==> src/rtl/uart_pkg.sv <==
// Shared UART definitions: frame state codes and parity-type constants,
// used by both the transmit and receive sides.
package uart_pkg;

    typedef enum logic [2:0] {
        IDLE   = 3'b000,
        START  = 3'b001,
        DATA   = 3'b011,
        PARITY = 3'b010,
        STOP   = 3'b110
    } uart_state_e;

    localparam logic PAR_EVEN = 1'b0;
    localparam logic PAR_ODD  = 1'b1;

endpackage

==> src/rtl/uart_parity_calc.sv <==
// Combinational parity generator: XOR-reduce of the word, inverted for odd parity.
module uart_parity_calc
    import uart_pkg::*;
#(
    parameter int DATA_WIDTH = 8
) (
    input  logic [DATA_WIDTH-1:0] data,
    input  logic                  par_typ,
    output logic                  par_bit
);

    assign par_bit = (^data) ^ (par_typ == PAR_ODD);

endmodule

==> src/rtl/uart_tx_frame_gen.sv <==
// UART transmit frame generator: one-word holding buffer feeding a tick-paced
// start/data/parity/stop serializer with a registered TX line.
module uart_tx_frame_gen
    import uart_pkg::*;
#(
    parameter int DATA_WIDTH = 8,
    parameter int STOP_BITS  = 1,
    parameter int BCNT_W     = $clog2(DATA_WIDTH)
) (
    input  logic                  i_clk,
    input  logic                  i_rst,
    input  logic                  i_baud_tick,
    input  logic [DATA_WIDTH-1:0] i_data,
    input  logic                  i_data_valid,
    output logic                  o_ready,
    input  logic                  i_par_en,
    input  logic                  i_par_typ,
    output logic                  o_uart_tx,
    output logic                  o_busy,
    output logic                  o_frame_done
);

    uart_state_e           state;
    logic [DATA_WIDTH-1:0] buf_data;
    logic [DATA_WIDTH-1:0] shreg;
    logic                  buf_full;
    logic [BCNT_W-1:0]     bit_cnt;
    logic                  stop_cnt;
    logic                  par_bit;
    logic                  par_bit_next;
    logic                  par_en_q;
    logic                  tx_q;
    logic                  done_q;

    logic accept;
    logic bit_last;
    logic stop_last;
    logic load_frame;

    assign accept     = i_data_valid && !buf_full;
    assign bit_last   = (bit_cnt == BCNT_W'(DATA_WIDTH - 1));
    assign stop_last  = (stop_cnt == 1'(STOP_BITS - 1));
    assign load_frame = i_baud_tick && buf_full &&
                        ((state == IDLE) || ((state == STOP) && stop_last));

    uart_parity_calc #(
        .DATA_WIDTH(DATA_WIDTH)
    ) u_parity (
        .data    (buf_data),
        .par_typ (i_par_typ),
        .par_bit (par_bit_next)
    );

    always_ff @(posedge i_clk or posedge i_rst) begin
        if (i_rst) begin
            state    <= IDLE;
            tx_q     <= 1'b1;
            buf_full <= 1'b0;
            done_q   <= 1'b0;
            bit_cnt  <= '0;
            stop_cnt <= 1'b0;
            par_bit  <= 1'b0;
            par_en_q <= 1'b0;
        end else begin
            done_q <= 1'b0;
            if (accept) begin
                buf_full <= 1'b1;
            end
            if (i_baud_tick) begin
                case (state)
                    IDLE: ;
                    START: begin
                        state   <= DATA;
                        tx_q    <= shreg[0];
                        bit_cnt <= '0;
                    end
                    DATA: begin
                        if (bit_last) begin
                            stop_cnt <= 1'b0;
                            if (par_en_q) begin
                                state <= PARITY;
                                tx_q  <= par_bit;
                            end else begin
                                state <= STOP;
                                tx_q  <= 1'b1;
                            end
                        end else begin
                            bit_cnt <= bit_cnt + 1'b1;
                            tx_q    <= shreg[1];
                        end
                    end
                    PARITY: begin
                        state    <= STOP;
                        tx_q     <= 1'b1;
                        stop_cnt <= 1'b0;
                    end
                    STOP: begin
                        if (stop_last) begin
                            done_q <= 1'b1;
                            state  <= IDLE;
                            tx_q   <= 1'b1;
                        end else begin
                            stop_cnt <= stop_cnt + 1'b1;
                        end
                    end
                    default: begin
                        state <= IDLE;
                        tx_q  <= 1'b1;
                    end
                endcase
            end
            // Frame start overrides the IDLE/STOP outcome above, giving back-to-back frames.
            if (load_frame) begin
                state    <= START;
                tx_q     <= 1'b0;
                buf_full <= 1'b0;
                par_bit  <= par_bit_next;
                par_en_q <= i_par_en;
            end
        end
    end

    // Word storage and shifting need no reset; validity lives in buf_full and state.
    always_ff @(posedge i_clk) begin
        if (accept) begin
            buf_data <= i_data;
        end
        if (load_frame) begin
            shreg <= buf_data;
        end else if (i_baud_tick && (state == DATA)) begin
            shreg <= shreg >> 1;
        end
    end

    assign o_ready      = !buf_full;
    assign o_busy       = (state != IDLE) || buf_full;
    assign o_uart_tx    = tx_q;
    assign o_frame_done = done_q;

endmodule

==> config.mk <==
export PLATFORM = sky130hd
export DESIGN_NAME = uart_tx_frame_gen
export DESIGN_NICKNAME = d
export VERILOG_FILES = /design/src/rtl/uart_pkg.sv /design/src/rtl/uart_parity_calc.sv /design/src/rtl/uart_tx_frame_gen.sv
export SDC_FILE = /design/constraint.sdc
export NUM_CORES = 1
export LEC_CHECK = 0
export CORE_MARGIN = 10
export CORE_UTILIZATION = 48
export DETAILED_ROUTE_END_ITERATION = 8
export GPL_ROUTABILITY_DRIVEN = 0
export GPL_TIMING_DRIVEN = 0
export PLACE_DENSITY_LB_ADDON = 0.25
export SYNTH_ARGS = -nofsm -noshare
export SYNTH_HDL_FRONTEND = slang
export SYNTH_SLANG_ARGS = --single-unit
==> constraint.sdc <==
create_clock -name i_clk -period 1.8 [get_ports i_clk]
set_clock_uncertainty 0.15 [all_clocks]
set_input_delay 0.54 -clock i_clk [delete_from_list [all_inputs] [get_ports i_clk]]
set_output_delay 0.54 -clock i_clk [all_outputs]
set_load 0.005 [all_outputs]
==> run_results.csv <==
group,metric,value,unit
global_route,grt_util_all_layers,0.09563,
synthesis,synth_top_area_frac,0.3754,
final_layout,fin_nets,141,
power,pwr_density_cell,1331,nW/µm²
route,wl_met1,1066,µm
floorplan,die_area,5132,µm²
clock_tree,insertion_delay,0.33,ns
global_route,grt_pass1_vias,875,
synthesis,synth_seq_cells,27,
route,drt-initial-drc-count,78,
power,ir_worst_vdd,0.7998,mV
critical_path,path_class,"reg2out",
floorplan,die_h,71.64,µm
clock_tree,htree_num_levels,1,
critical_path,worst_ep_arrival_time,1.20,ns
synthesis,avgSynthCellArea,12.93,µm²
sta,rsz0062_at_grt,"true",
synthesis,yosysWarnings,0,
critical_path,rrSetupSlack,0.01,ns
run_status,violations,"setup timing",
final_layout,layout-drive-gt1-share,0.2823,
sta,slew_violations,0,
global_route,overflow,0,
critical_path,r2r_end,"shreg[5]",
route,met2_length,1207,µm
clock_tree,cts_sinks,27,
route,routed_wl,2402,µm
route,first_pass_iters,4,
run_status,run_status,"finished with violations",
route,postRouteAntennaNets,0,
route,wl_per_cell,15.60,µm
critical_path,path_max_fanout,8,
sta,fin_crit,1.892,ns
route,top_layer,"met4",
synthesis,synthFlopType,"edfxtp_1",
route,wl_met3,96,µm
clock_tree,clockBufferDepth,2,
synthesis,yosysUniqueCellTypes,33,
route,vias,842,
synthesis,synth.cell_area,1280,µm²
worst_hold_path,hp-class,"in2async",
floorplan,start_util,0.5074,
place,post-place-cells,146,
floorplan,core-area,2522,µm²
critical_path,critPathLaunchType,"flip-flop",
clock_tree,cts.clk_slew.worst_paths,0.15,ns
final_layout,final_cells,154,
final_layout,antennaDiodeCount,0,
job,maxCapViolations,0,
synthesis,synth_edf_count,16,
floorplan,row_count,18,
place,hpwl,1716,µm
final_layout,syn2layout_area_growth,23.75,%
power,power.leakage,0.6385,nW
final_layout,seqCellArea,757.0,µm²
clock_tree,cts_buffers,3,
floorplan,die_width,71.64,µm
place,port_buffers,17,
global_route,grt_pass1_wl,4002,µm
critical_path,reg2regPathDepth,5,
synthesis,yosysSeqAreaShare,0.5914,
synthesis,synth_area_leaders,"edfxtp_1, dfrtp_1, mux2_2, xnor2_1, a22o_1",
synthesis,yosysTopAreaCell,"edfxtp_1",
final_layout,multi_input_area,510.5,µm²
critical_path,required,1.11,ns
synthesis,synthCells,99,
sta,fin_tns_setup,-0.1039,ns
critical_path,r2r-start,"state[2]",
sta,slew_headroom,0.5860,
sta,fmax,528.5,MHz
place,pre_cts_slack,-0.7185,ns
sta,setup_ws,-0.09220,ns
sta,min_period_over_period,1.051,
final_layout,fillCellCount,212,
global_route,antenna_found_initial,0,
synthesis,synth.cells.most_frequent,"edfxtp_1, dfrtp_1, mux2_2",
floorplan,io_pins,18,
synthesis,synth_most_common_cell,"edfxtp_1",
final_layout,final_util,0.6280,
global_route,grt_max_degree,16,
clock_tree,cts_tree,"done",
route,drc,0,
route,viasPerCell,5.468,
sta,holdWs,0.3357,ns
sta,setup_viol,4,
synthesis,async_reset_ff_frac,0.4074,
clock_tree,root_buffer,"clkbuf_4",
clock_tree,cts_hold_buffers,0,
sta,hold_viol_final,0,
sta,worstMarginPinSlew,0.6198,ns
critical_path,crit_path_end_kind,"primary output",
synthesis,synth_nets,115,
==> worst max-delay path, stage by stage (launching register included) <==
cell	delay, ns
dfrtp_1	0.40
buf_6	0.14
nor2_4	0.13
nand3_2	0.08
clkbuf_2	0.12
==> what timing repair did <==
action / CTS / global route
gates cloned: 0 / 0
endpoints found under the setup margin: 20 / 19
buffers inserted: 1 / 3
gates resized for setup: 13 / 12
pin swaps: 1 / 2
==> area by class of cell <==
type / instances / area share
flip-flops and latches: 27 / 0.4779
multi-input cells: 61 / 0.3223
repair buffers: 21 / 0.1193
plain buffers: 5 / 0.02528
well taps: 30 / 0.02370
clock buffers: 3 / 0.01422
inverters: 6 / 0.01422
clock inverters: 1 / 0.003160
==> how the worst max path moves through the flow <==
stage,startpoint,end,cells past startpoint
floorplan,state[0],shreg[0],5
global placement,i_baud_tick,shreg[4],3
detailed placement,i_baud_tick,shreg[4],3
CTS,state[2],o_busy,4
global route,state[2],o_busy,4
finish,state[2],o_busy,4
==> layout by cell type (no fill, tap or decap), drive strengths merged <==
cell,count
edfxtp,16
clkdlybuf4s50,13
dfrtp,10
mux2,9
buf,8
xnor2,6
nor2,6
inv,6
clkbuf,6
o21ai,5
a21oi,4
a22o,4
nor2b,4
nand2,3
o221ai,2
and2,2
and3,2
nand3,2
ha,2
nor3b,1
a32o,1
xnor3,1
xor2,1
nand3b,1
a21o,1
a22oi,1
nand4,1
nor3,1
or3,1
clkinv,1
dfstp,1
dlygate4sd2,1
clkdlybuf4s15,1
==> routing by layer <==
metal / track usage / vias up
li1: - / 411
met1: 0.1109 / 406
met2: 0.1559 / 20
met3: 0.02893 / 5
met4: 0.04731 / 0
met5: 0 / -
==> power breakdown <==
part	switching, mW	total [mW]	internal [mW]
combinational	0.416	0.851	0.435
clock	0.180	0.264	0.0835
sequential	0.104	0.993	0.890
==> cells by family (layout without fill, tap and decap cells) <==
family | Yosys count | after routing | synth area share
XOR/XNOR | 8 | 8 | 0.06549
buffers and inverters | 11 | 36 | 0.04301
AO/OA/AOI/OAI | 18 | 18 | 0.09580
multiplexers | 9 | 9 | 0.08211
flip-flops | 27 | 27 | 0.5914
adder cells (fa/ha/maj) | 2 | 2 | 0.01955
AND/OR/NAND/NOR | 24 | 24 | 0.1026
==> metrics by stage <==
step	total power, mW	area, µm²
global route	2.259	1584
floorplan	1.533	1280
global placement	1.697	1488
detailed placement	1.741	1488
finish	2.108	1584
CTS	2.043	1546
==> registers in the layout, summed over array words and instances (netlist names) <==
register	cells
bit_cnt	3
buf_data	8
buf_full	1
o_frame_done	1
o_uart_tx	1
par_bit	1
par_en_q	1
shreg	8
state	3
Note: power is estimated with default switching activity, not from simulation.
